File: src/rtl/arp_rx.sv
// -----------------------------------------------------------------------------
// arp_rx -- ARP packet receiver on a 64-bit AXI-Stream input.
//
// Parses an ARP payload presented as 64-bit beats with the first byte in
// [63:56]. It validates the fixed header fields and checks that the target IP
// matches the local IP. For every accepted packet it reports the sender's
// MAC/IP. An accepted request (oper 1) also pulses o_arp_reply so that a
// transmitter can answer it.
//
// Optional feature: define ARP_RX_STATS_EN to add the packet counters
// o_rx_ok_cnt / o_rx_drop_cnt. Both counters are 16 bits wide and wrap.
//
// Ports
//   i_clk                 clock, rising edge
//   i_rst                 asynchronous reset, active low
//   i_dymanic_src_ip      new local IP, loaded when i_src_ip_valid is high
//   i_src_ip_valid        load strobe for the local IP
//   s_axis_arp_*          ARP payload stream; user = {len, src MAC, ethertype}
//   s_axis_arp_ready      always 1 out of reset
//   o_recv_target_mac/ip  sender MAC/IP of the last accepted packet
//   o_recv_target_valid   one-cycle pulse when the fields above update
//   o_arp_reply           one-cycle pulse for an accepted request to us
//   o_local_mac           P_SRC_MAC_ADDR
//   o_rx_ok_cnt           accepted packets   (ARP_RX_STATS_EN only)
//   o_rx_drop_cnt         dropped packets    (ARP_RX_STATS_EN only)
// -----------------------------------------------------------------------------
module arp_rx #(
   parameter logic [31:0] P_SRC_IP_ADDR  = {8'd192, 8'd168, 8'd100, 8'd99},
   parameter logic [47:0] P_SRC_MAC_ADDR = 48'h01_02_03_04_05_06
) (
   input  logic        i_clk,
   input  logic        i_rst,
   input  logic [31:0] i_dymanic_src_ip,
   input  logic        i_src_ip_valid,
   input  logic [63:0] s_axis_arp_data,
   input  logic [79:0] s_axis_arp_user,
   input  logic [7:0]  s_axis_arp_keep,
   input  logic        s_axis_arp_last,
   input  logic        s_axis_arp_valid,
   output logic        s_axis_arp_ready,
   output logic [47:0] o_recv_target_mac,
   output logic [31:0] o_recv_target_ip,
   output logic        o_recv_target_valid,
   output logic        o_arp_reply,
`ifdef ARP_RX_STATS_EN
   output logic [15:0] o_rx_ok_cnt,
   output logic [15:0] o_rx_drop_cnt,
`endif
   output logic [47:0] o_local_mac
);

   typedef enum logic [1:0] {IDLE, RECV, DROP} state_t;

   state_t      state, state_nxt;
   logic [2:0]  beat_cnt;
   logic [31:0] local_ip;
   logic [47:0] sh_mac;
   logic [31:0] sh_ip;
   logic        is_request;
   logic        hs;
   logic        b0_ok;
   logic        tip_ok;
   logic        accept;
   logic        drop_done;
   logic        unused_bits;

   assign o_local_mac = P_SRC_MAC_ADDR;
   assign hs          = s_axis_arp_valid & s_axis_arp_ready;

   // Packet length and keep carry nothing the parser needs.
   assign unused_bits = ^{s_axis_arp_keep, s_axis_arp_user[79:16]};

   assign b0_ok = (s_axis_arp_user[15:0]   == 16'h0806) &&
                  (s_axis_arp_data[63:48] == 16'h0001) &&
                  (s_axis_arp_data[47:32] == 16'h0800) &&
                  (s_axis_arp_data[31:24] == 8'd6)     &&
                  (s_axis_arp_data[23:16] == 8'd4)     &&
                  ((s_axis_arp_data[15:0] == 16'd1) || (s_axis_arp_data[15:0] == 16'd2));

   // Compared against the register's current value, so a load in the same
   // cycle as b3 only affects later packets.
   assign tip_ok = (s_axis_arp_data[63:32] == local_ip);

   // NOTE: every signal written here gets a default first; a path that left
   // one unassigned would infer a latch.
   always_comb begin
      state_nxt = state;
      accept    = 1'b0;
      drop_done = 1'b0;
      case (state)
         IDLE: if (hs) begin
            if (s_axis_arp_last) drop_done = 1'b1;
            else                 state_nxt = b0_ok ? RECV : DROP;
         end
         RECV: if (hs) begin
            if (s_axis_arp_last) begin
               // A packet cut short before b3 never carried a target IP.
               if ((beat_cnt >= 3'd3) && ((beat_cnt != 3'd3) || tip_ok)) accept = 1'b1;
               else                                                      drop_done = 1'b1;
               state_nxt = IDLE;
            end else if ((beat_cnt == 3'd3) && !tip_ok) begin
               state_nxt = DROP;
            end
         end
         DROP: if (hs && s_axis_arp_last) begin
            drop_done = 1'b1;
            state_nxt = IDLE;
         end
         default: state_nxt = IDLE;
      endcase
   end

   // NOTE: sequential state uses non-blocking assignments only, so every
   // register samples the values from before the clock edge.
   always_ff @(posedge i_clk or negedge i_rst) begin
      if (!i_rst) begin
         state               <= IDLE;
         beat_cnt            <= 3'd0;
         local_ip            <= P_SRC_IP_ADDR;
         s_axis_arp_ready    <= 1'b0;
         sh_mac              <= '0;
         sh_ip               <= '0;
         is_request          <= 1'b0;
         o_recv_target_mac   <= '0;
         o_recv_target_ip    <= '0;
         o_recv_target_valid <= 1'b0;
         o_arp_reply         <= 1'b0;
      end else begin
         state            <= state_nxt;
         s_axis_arp_ready <= 1'b1;
         if (i_src_ip_valid) local_ip <= i_dymanic_src_ip;

         if (hs) begin
            if (s_axis_arp_last)        beat_cnt <= 3'd0;
            else if (beat_cnt != 3'd4)  beat_cnt <= beat_cnt + 3'd1;
         end

         if (hs && state == IDLE) is_request <= (s_axis_arp_data[15:0] == 16'd1);
         if (hs && state == RECV) begin
            if (beat_cnt == 3'd1) begin
               sh_mac       <= s_axis_arp_data[63:16];
               sh_ip[31:16] <= s_axis_arp_data[15:0];
            end
            if (beat_cnt == 3'd2) sh_ip[15:0] <= s_axis_arp_data[63:48];
         end

         o_recv_target_valid <= accept;
         o_arp_reply         <= accept & is_request;
         if (accept) begin
            o_recv_target_mac <= sh_mac;
            o_recv_target_ip  <= sh_ip;
         end
      end
   end

`ifdef ARP_RX_STATS_EN
   always_ff @(posedge i_clk or negedge i_rst) begin
      if (!i_rst) begin
         o_rx_ok_cnt   <= '0;
         o_rx_drop_cnt <= '0;
      end else begin
         if (accept)    o_rx_ok_cnt   <= o_rx_ok_cnt + 16'd1;
         if (drop_done) o_rx_drop_cnt <= o_rx_drop_cnt + 16'd1;
      end
   end
`endif

endmodule

File: config.mk
export PLATFORM = sky130hd
export DESIGN_NAME = arp_rx
export DESIGN_NICKNAME = d
export VERILOG_FILES = /design/src/rtl/arp_rx.sv
export SDC_FILE = /design/constraint.sdc
export NUM_CORES = 1
export LEC_CHECK = 0
export ABC_CLOCK_PERIOD_IN_PS = 3000
export CAP_MARGIN = 20
export CORE_MARGIN = 3
export CORE_UTILIZATION = 45
export DETAILED_ROUTE_END_ITERATION = 10
export HOLD_SLACK_MARGIN = 0.05
export MAX_ROUTING_LAYER = met4
export PLACE_DENSITY = 0.81
export SLEW_MARGIN = 10
export SYNTH_ARGS = -nofsm -noshare
export SYNTH_HDL_FRONTEND = slang
export SYNTH_SLANG_ARGS = --single-unit
File: constraint.sdc
create_clock -name i_clk -period 3 [get_ports i_clk]
set_clock_uncertainty 0.2 [all_clocks]
set_input_delay 0.6 -clock i_clk [delete_from_list [all_inputs] [get_ports i_clk]]
set_output_delay 0.6 -clock i_clk [all_outputs]
set_load 0.01 [all_outputs]
## After elaboration in Yosys (flattened, before gate mapping)

Index checks and enable logic that the tools add are counted.

- $add $sub $neg: 1
- $lt $le $gt $ge: 1
- Equal/unequal tests: 20
- Mux-type cells: 14
- Bitwise logic cells: 2
- Reduce and logical (&&, ||, !) cells: 19

Operators by type and width:

| cell | number |
|---|---|
| $eq 16x1->1 const B | 2 |
| $eq 16x12->1 const B | 2 |
| $eq 32x32->1 | 1 |
| $eq 16x2->1 const B | 1 |
| $eq 8x3->1 const B | 2 |
| $mux 2 | 7 |
| $logic_and 1x1->1 | 10 |
| $ne 2x2->1 const B | 4 |
| $eq 3x2->1 const B | 2 |
| $mux 3 | 2 |
| $ne 3x3->1 const B | 2 |
| $pmux 2 s3 | 1 |
| $reduce_and 2->1 | 3 |
| $reduce_and 5->1 | 1 |
| $mux 1 | 4 |
| $add 3x1->3 const B | 1 |
| $eq 3x1->1 const B | 1 |
| $ge 3x2->1 const B | 1 |
| $ne 3x2->1 const B | 1 |
| $and 1x1->1 | 2 |
| $eq 2x1->1 const B | 1 |
| $eq 2x2->1 const B | 1 |
| $logic_not 2->1 | 1 |
| $logic_or 1x1->1 | 2 |
| other kinds (2) | 2 |

- Flip-flop bits (word level): 201
- Word-level logic and storage cells: 69

## Depth between registers and ports, before layout

Gate-level depths: netlist of run 1.

- Depth after elaboration: 10
- Mapped depth: 8
- Gate-level depth less buffers: 7

## Worst setup path after synthesis of run 1

OpenSTA, ideal clock, no wires.

- Kind: in2reg
- From: input port s_axis_arp_data[55]
- To: register o_recv_target_ip[14]
- Arrival time: 2.250 ns
- Data required time: 2.675 ns
- Slack: 0.425 ns
- Stages on the path: 7
- Buffers on the path: 1
- Path through: xor2_1 nor4_1 nand2_1 o41a_1 nor2_8 buf_6 mux2_2

- Word-level cells in the longest chain between the ends: 7

RTL lines:

| what | line | RTL |
|---|---|---|
| start, declared | 35 | `input logic [63:0] s_axis_arp_data,` |
| $eq 32x32->1 | 82 | `assign tip_ok = (s_axis_arp_data[63:32] == local_ip);` |
| $logic_or 1x1->1 | 98 | `if ((beat_cnt >= 3'd3) && ((beat_cnt != 3'd3) \|\| tip_ok)) accept = 1'b1;` |
| $logic_and 1x1->1 | 98 |  |
| $mux 1 | 98 |  |
| $mux 1 | 96 | `if (s_axis_arp_last) begin` |
| $mux 1 | 95 | `RECV: if (hs) begin` |
| $mux 1 | 90 | `case (state)` |
| end signal, assigned | 151 | `o_recv_target_ip <= sh_ip;` |
| end, declared | 42 | `output logic [31:0] o_recv_target_ip,` |

Every way passes these cells.
A chain may end at the register's enable or synchronous reset.

## Worst setup path in the final report of run 1

- From: input port s_axis_arp_data[55]
- To: register o_recv_target_ip[21]

The elaborated chain is that of the path after synthesis.

==> results.md, run 1 <==
- First drt pass iteration count: 4
- Via count: 5575
- Via count of the first global-routing pass: 6061
- Routed wire length: 21.74 mm
- Clock root buffer: clkbuf_16
- Non-filler cells in the finished layout: 1086
- Crit-path max cell delay: 520 ps
- Leakage: 5.661 nW
- Count of nets after finishing: 1036
- Crit path setup slack, layout: 123.6 ps
- Die height: 144.0 um
- Maxcap violations: 0
- Layout cells sized above 1: 0.3501
- Avg Synthesized Cell Area: 14.72 sq um
- Slowest stage cell on the critical path: o41a_1
- # diodes: 0
- Setup WS pre-CTS: -733.2 ps
- Slew Limit Fails: 0
- Startpoint types: primary input
- Synthesized instance count: 582
- Placer Congestion: 0.8975
- CP Max Fanout: 12
- Area taken by multi-input logic gates: 3212 sq um
- Top cell by count, worst path: buf_4
- Rel. slew slack: 0.5206
- IO Port Bufs: 199
- Final core occ: 0.6500
- Cell count after placement: 1039
- CTS tree: built
- # rows: 49
- Fraction of registers with async set or reset after synthesis: 1.000
- Hold Crit Class: flop to flop
- Total track usage: 0.2175
- Setup TNS: 0 ps
- Final setup fails: 0
- Cell area after layout: 11920 sq um
- GR Overflow Total: 0
- Clock sink count: 201
- DP HPWL: 15.36 mm
- Worst setup EP type: flop
- Setup CP Type: primary input to flop
- Register area share after synthesis: 0.5889
- First-pass GRT wire length: 33.98 mm
- Worst-margin pin slew: 709.1 ps
- Top-count cell post-synth: dfrtp_1
- Unrepaired setup endpoints after global routing: no
- Max H-tree Level: 1
- Total number of yosys warnings: 0
- Initial detailed-routing violation count: 228
- Final hold vios: 0
- Drt drc: 0
- Worst path cell trace: clkdlybuf4s50_1 > xor2_2 > nor4_2 > buf_4 > nand2_1 > o41a_1 > nor2_8 > buf_4 > buf_4 > mux2_2
- Maximum VDD drop: 0.4532 mV
- Routed WL per cell: 20.02 um
- Die width: 144.0 um
- Final min period: 2876 ps
- Sequential Area: 5045 sq um
- Tcrit/Tclk final: 0.9588
- Cts bufs inserted: 22
- I/O pins: 320
- Largest net degree at the start of global routing: 76
- Post-synthesis register bit count: 201
- Worst endpoint data arrival time: 3060 ps
- Post-DRT Antenna Nets: 0
- Initial antenna violation count: 0
- F_max: 0.3477 GHz
- Netlist cell types: 34
- Vias per Instance: 5.134
- P per Cell Area: 514.3 nW/um^2
- Synth Flop Type: dfrtp_1
- Post-DP Area: 10970 sq um
- Post-synth EDFFs: 0
- Outcome: finished, final reports clean
- Starting density of the core: 0.4673
- Delay-heaviest family, CP: buffers and inverters
- Critical Path RT: 3180 ps
- Max Buffers Root-to-Sink: 3
- Commonest cells post-synth: dfrtp_1 (189), mux2_2 (183), buf_4 (48), xor2_1 (25), nor4_1 (20)
- Area of the die: 20730 sq um
- Top-area cell type share of the netlist area: 0.5521
- Mapped cell area: 8567 sq um
- Reg clk slew, reported paths: 60 ps
- Top cells by area, synth: dfrtp_1 (55%), mux2_2 (24%), buf_4 (4.2%)
- Synth area leader: dfrtp_1
- Clk_lat worst skew: 500 ps
- Fill cell count: 1331
- Total core area: 18330 sq um
- Layout area overhead: 39.08%
- Bufs and invs on worst path: 4
[cell usage in the layout, fill, tap and decap left out, types with 6 or more instances in the layout]
cell type	synthesis	routed
dfrtp_1	189	189
clkdlybuf4s50_1	0	183
mux2_2	183	182
buf_4	48	50
conb_1	2	49
xor2_1	25	23
clkbuf_16	0	23
nor4_1	20	17
dfstp_2	12	12
xnor2_1	8	8
nand4_1	8	8
clkbuf_8	0	8
dlymetal6s2s_1	0	8
nand2_1	7	7
mux2_1	9	7
buf_12	0	7
nor4b_1	6	6
dlygate4sd2_1	0	6
[final timing paths]
| kind | slack [ps] | to | from | cells after the start |
|---|---|---|---|---|
| max in group asynchronous | 1310 | sh_mac[10] | i_rst | 3 |
| worst min-delay path | 290 | o_recv_target_ip[10] | o_recv_target_ip[10] | 1 |
| worst max-delay path | 120 | o_recv_target_ip[21] | s_axis_arp_data[55] | 10 |
| worst max register to register | 170 | o_recv_target_ip[21] | local_ip[17] | 9 |
| worst min register to register | 290 | o_recv_target_ip[10] | o_recv_target_ip[10] | 1 |
| min in group asynchronous | 450 | o_recv_target_ip[25] | i_rst | 2 |
[through the flow]
stage	power (W)	hold slack, ps
after global placement	0.003427	268.1
after detailed placement	0.003461	275.5
after global routing	0.006382	312.6
final	0.006128	286.1
after floorplan	0.003139	104.4
after CTS	0.006193	288.6
[report_power, final]
part	switching [W]	internal, W	total (W)
registers	0.0000579	0.00279	0.00285
clock network	0.00105	0.00166	0.00271
logic	0.000279	0.000292	0.000571
[routing by layer]
| metal | up-vias | global-route usage | share of wire |
|---|---|---|---|
| met3 | 43 | 0.03968 | 0.064 |
| met2 | 197 | 0.3591 | 0.50 |
| met4 | 0 | 0.05847 | 0.028 |
| met1 | 2831 | 0.2788 | 0.41 |
| li1 | 2504 | - | - |
| met5 | - | - | 0 |
[cell families after synthesis]
group	count (synthesis)	share of synthesized area
other	2	0.0008766
AND/OR/NAND/NOR	58	0.04221
flip-flops	201	0.5889
AO/OA/AOI/OAI	15	0.01227
adder cells (fa/ha/maj)	5	0.007302
multiplexers	192	0.2524
buffers and inverters	76	0.06236
XOR/XNOR	33	0.03374
[final cells by class]
cell class,instances,area share
Tap cell,229,0.02405
Inverter,5,0.001575
Multi-Input combinational cell,352,0.2696
Timing Repair Buffer,260,0.2192
Clock inverter,4,0.004305
Sequential cell,201,0.4234
Clock buffer,35,0.05796
[timing repair]
item	CTS	global route
buffers inserted	6	0
resized for setup	17	14
hold buffers	1	0
setup endpoints to repair	80	80
gates cloned	4	0
endpoints found under the hold margin	69	0
pin swaps	3	7
[flip-flops by register name, summed over array words and instances, names as in the netlist]
signal and count:
sh_ip 32, state 2, is_request 1, o_arp_reply 1, beat_cnt 3, local_ip 32
sh_mac 48, o_recv_target_valid 1, o_recv_target_mac 48, o_recv_target_ip 32, s_axis_arp_ready 1
Note: power is estimated with default switching activity, not from simulation.
==> inputs of run 2 (changes only) <==
--- a/config.mk
+++ b/config.mk
@@ -6,7 +6,6 @@
 export NUM_CORES = 1
 export LEC_CHECK = 0
 export ABC_CLOCK_PERIOD_IN_PS = 3000
-export CAP_MARGIN = 20
 export CORE_MARGIN = 3
 export CORE_UTILIZATION = 45
 export DETAILED_ROUTE_END_ITERATION = 10
==> results of run 2 <==
No change in the layout: final DEF, timing and power equal those of run 1.
==> inputs of run 3 (changes only) <==
--- a/config.mk
+++ b/config.mk
@@ -6,12 +6,14 @@
 export NUM_CORES = 1
 export LEC_CHECK = 0
 export ABC_CLOCK_PERIOD_IN_PS = 3000
-export CORE_MARGIN = 3
-export CORE_UTILIZATION = 45
+export CORE_AREA = 3 3 125 127
 export DETAILED_ROUTE_END_ITERATION = 10
+export DIE_AREA = 0 0 128 130
+export DONT_BUFFER_PORTS = 1
 export HOLD_SLACK_MARGIN = 0.05
 export MAX_ROUTING_LAYER = met4
-export PLACE_DENSITY = 0.81
+export PLACE_DENSITY = 0.74
+export SKIP_LAST_GASP = 1
 export SLEW_MARGIN = 10
 export SYNTH_ARGS = -nofsm -noshare
 export SYNTH_HDL_FRONTEND = slang
==> run 3 against run 2 <==
  * The flow now finishes with violations (hold timing)
  * Clock power grew 1%
  * Register-to-register slack worse by 20 ps
  * First-iteration DRC count shrank 26%
  * Maximum frequency rose by 0.87%
  * Die area fell by 20%
  * Non-clock buffer count is 207 lower
  * Total power decreased by 3.6%
  * Via count decreased by 15%
  * Sequential cell count unchanged
  * Critical path type is now flop to flop
  * Largest cell class unchanged
==> results.md, run 3 (same netlist as run 1, synthesis figures left out) <==
- I/O pins: 320 (unchanged)
- Comb power frac: 0.052 (-0.041)
- Final min period: 2852 ps (-24.81 ps)
- Worst setup EP type: flop
- Setup CP Type: flop to flop
- Total track usage: 0.2181 (+0.0006507)
- Worst endpoint data arrival time: 3020 ps (-40 ps)
- Die height: 130 um (-9.7%)
- Largest net degree at the start of global routing: 202 (+170%)
- Reg clk slew, reported paths: 60 ps (about the same)
- Routed wire length: 18.28 mm (-16%)
- GR Overflow Total: 0 (unchanged)
- Cell-internal power: 0.004689 W (-1.1%)
- Sw Ratio: 0.2061 (-0.02049)
- Switch Pwr: 0.001217 W (-12%)
- Routed WL per cell: 21.82 um (+9.0%)
- Most frequent cells in the layout: dfrtp_1 (189), mux2_2 (183), conb_1 (49)
- Area of the die: 16640 sq um (-20%)
- Clock sink count: 201 (unchanged)
- First drt pass iteration count: 4 (unchanged)
- Commonest non-fill, non-tap cell in the layout: dfrtp_1
- Max H-tree Level: 1 (unchanged)
- Cts bufs inserted: 22 (unchanged)
- Fill cell count: 1040 (-22%)
- Initial detailed-routing violation count: 168 (-26%)
- Crit-path max cell delay: 530 ps (about the same)
- Critical Path RT: 3170 ps (about the same)
- Tcrit/Tclk final: 0.9505 (-0.008271)
- Count of nets after finishing: 829 (-20%)
- Post-CTS Repair Setup Buffers: 0 (-6)
- Rel. slew slack: 0.4995 (-0.02109)
- Slew Limit Fails: 0 (unchanged)
- Hold Crit Class: primary input to asynchronous set/reset pin
- Via count: 4718 (-15%)
- CP Max Fanout: 26 (+14)
- P per Cell Area: 602.8 nW/um^2 (+17%)
- Starting density of the core: 0.5894 (+0.1221)
- Setup TNS: 0 ps (unchanged)
- Clock root buffer: clkbuf_16
- Max Buffers Root-to-Sink: 3 (unchanged)
- Leakage: 4.758 nW (-16%)
- Slowest stage cell on the critical path: dfstp_2
- Clock share of power: 0.466 (+0.024)
- Die width: 128 um (-11%)
- Unrepaired setup endpoints after global routing: no
- # rows: 44 (-10%)
- Worst path cell trace: xor2_1 > nor4_1 > buf_4 > nand2_1 > o41a_1 > nor2_8 > buf_12 > mux2_2
- Final setup fails: 0 (unchanged)
- Vias per Instance: 5.630 (+9.7%)
- Maxcap violations: 0 (unchanged)
- Total core area: 14530 sq um (-21%)
- Worst-margin pin slew: 740.3 ps (+31.19 ps)
- Outcome: complete, but fails checks
- Drt drc: 0 (unchanged)
- Layout cells sized above 1: 0.3738 (+0.02379)
- Placer Congestion: 0.8014 (-11%)
- Layout area overhead: 14.37%
- Via count of the first global-routing pass: 4900 (-19%)
- Final hold vios: 201 (+201)
- Startpoint types: flop
- Seq pwr share: 0.482 (+0.018)
- First-pass GRT wire length: 27.14 mm (-20%)
- Initial antenna violation count: 4 (+4)
- Biggest regs: o_recv_target_mac x48, sh_mac x48
- DP HPWL: 12.78 mm (-17%)
- CTS tree: built
- IO Port Bufs: 0 (-100%)
- Post-DRT Antenna Nets: 0 (unchanged)
- Maximum VDD drop: 0.4592 mV (+1.3%)
- Clk_lat worst skew: 490 ps (about the same)
- Violated checks: hold timing
- F_max: 0.3507 GHz (+0.87%)
- Min Hold Slack: -385.6 ps (-671.7 ps)
## run 3: changes by cell type in the layout (fill, tap and decap cells not counted), sizes merged
| cell | previous run | this run |
|---|---|---|
| buf | 60 | 9 |
| bufinv | 1 | 2 |
| clkbuf | 37 | 32 |
| clkdlybuf4s50 | 183 | 0 |
| clkinv | 2 | 4 |
| clkinvlp | 1 | 0 |
| diode | 0 | 4 |
| dlygate4sd2 | 6 | 0 |
| dlygate4sd3 | 1 | 44 |
| dlymetal6s2s | 8 | 0 |
| inv | 5 | 6 |
## run 3: worst paths after layout
| path | from | endpoint | slack [ps] | depth (start not counted) |
|---|---|---|---|---|
| hold / removal | i_rst | sh_ip[24] | -390 | 0 |
| min in group i_clk | i_dymanic_src_ip[6] | local_ip[6] | 60 | 1 |
| hold reg to reg | sh_ip[12] | o_recv_target_ip[12] | 280 | 1 |
| max in group asynchronous | i_rst | local_ip[21] | 2670 | 0 |
| setup / recovery | local_ip[23] | o_recv_target_mac[3] | 150 | 8 |
| setup reg to reg | local_ip[23] | o_recv_target_mac[3] | 150 | 8 |
## run 3: stage by stage
step / utilization / instance area (sq um) / std cells / total power, W / worst slack (ps)
final: 0.6742 / 9798 / 838 / 0.005907 / 148.5
after global routing: 0.6742 / 9798 / 838 / 0.006124 / 62.06
after CTS: 0.6597 / 9588 / 814 / 0.005943 / 103.1
after detailed placement: 0.5901 / 8577 / 751 / 0.003150 / 16.17
after global placement: 0.5901 / 8577 / 751 / 0.003123 / 71.60
after floorplan: - / 8743 / 629 / 0.003139 / 425.3
## run 3: worst max-delay path: cells and delay by family (launching register included)
kind                      cells  cell delay, ps
and+or+nand+nor               3             620
DFF                           1             530
AOI/OAI and AO/OA             1             490
buffers and inverters         2             400
muxes                         1             360
xor gates and xnor gates      1             100
## run 3: area by class of cell
type / count / area [sq um] / area share
timing repair buffer: 53 / 558.0 / 0.05695
clock inverter: 7 / 91.34 / 0.009322
clock buffer: 32 / 679.4 / 0.06934
sequential: 201 / 5045 / 0.5149
antenna: 4 / 10.01 / 0.001022
inverter: 5 / 18.77 / 0.001915
tap: 184 / 230.2 / 0.02350
multi-input combinational: 352 / 3166 / 0.3231
## run 3: routing by layer
layer | GRT usage | up-vias | part of all wire
met1 | 0.2642 | 2416 | 0.40
met5 | - | - | 0
met2 | 0.3580 | 194 | 0.50
met4 | 0.05868 | 0 | 0.018
met3 | 0.06836 | 30 | 0.090
li1 | - | 2078 | -
## run 3: power by group through the flow
| stage | sequential [W] | clock (W) | combinational (W) |
|---|---|---|---|
| after floorplan | 0.00288 | 0 | 0.000260 |
| after global routing | 0.00285 | 0.00293 | 0.000339 |
| after detailed placement | 0.00289 | 0 | 0.000256 |
| after CTS | 0.00285 | 0.00281 | 0.000285 |
| final | 0.00285 | 0.00275 | 0.000307 |
| after global placement | 0.00288 | 0 | 0.000239 |
## run 3: what timing repair did
item / 4_1_cts / 5_1_grt
hold buffers: 24 / 20
setup endpoints to repair: 0 / 0
endpoints found under the hold margin: 229 / 221
resized for setup: 0 / 0
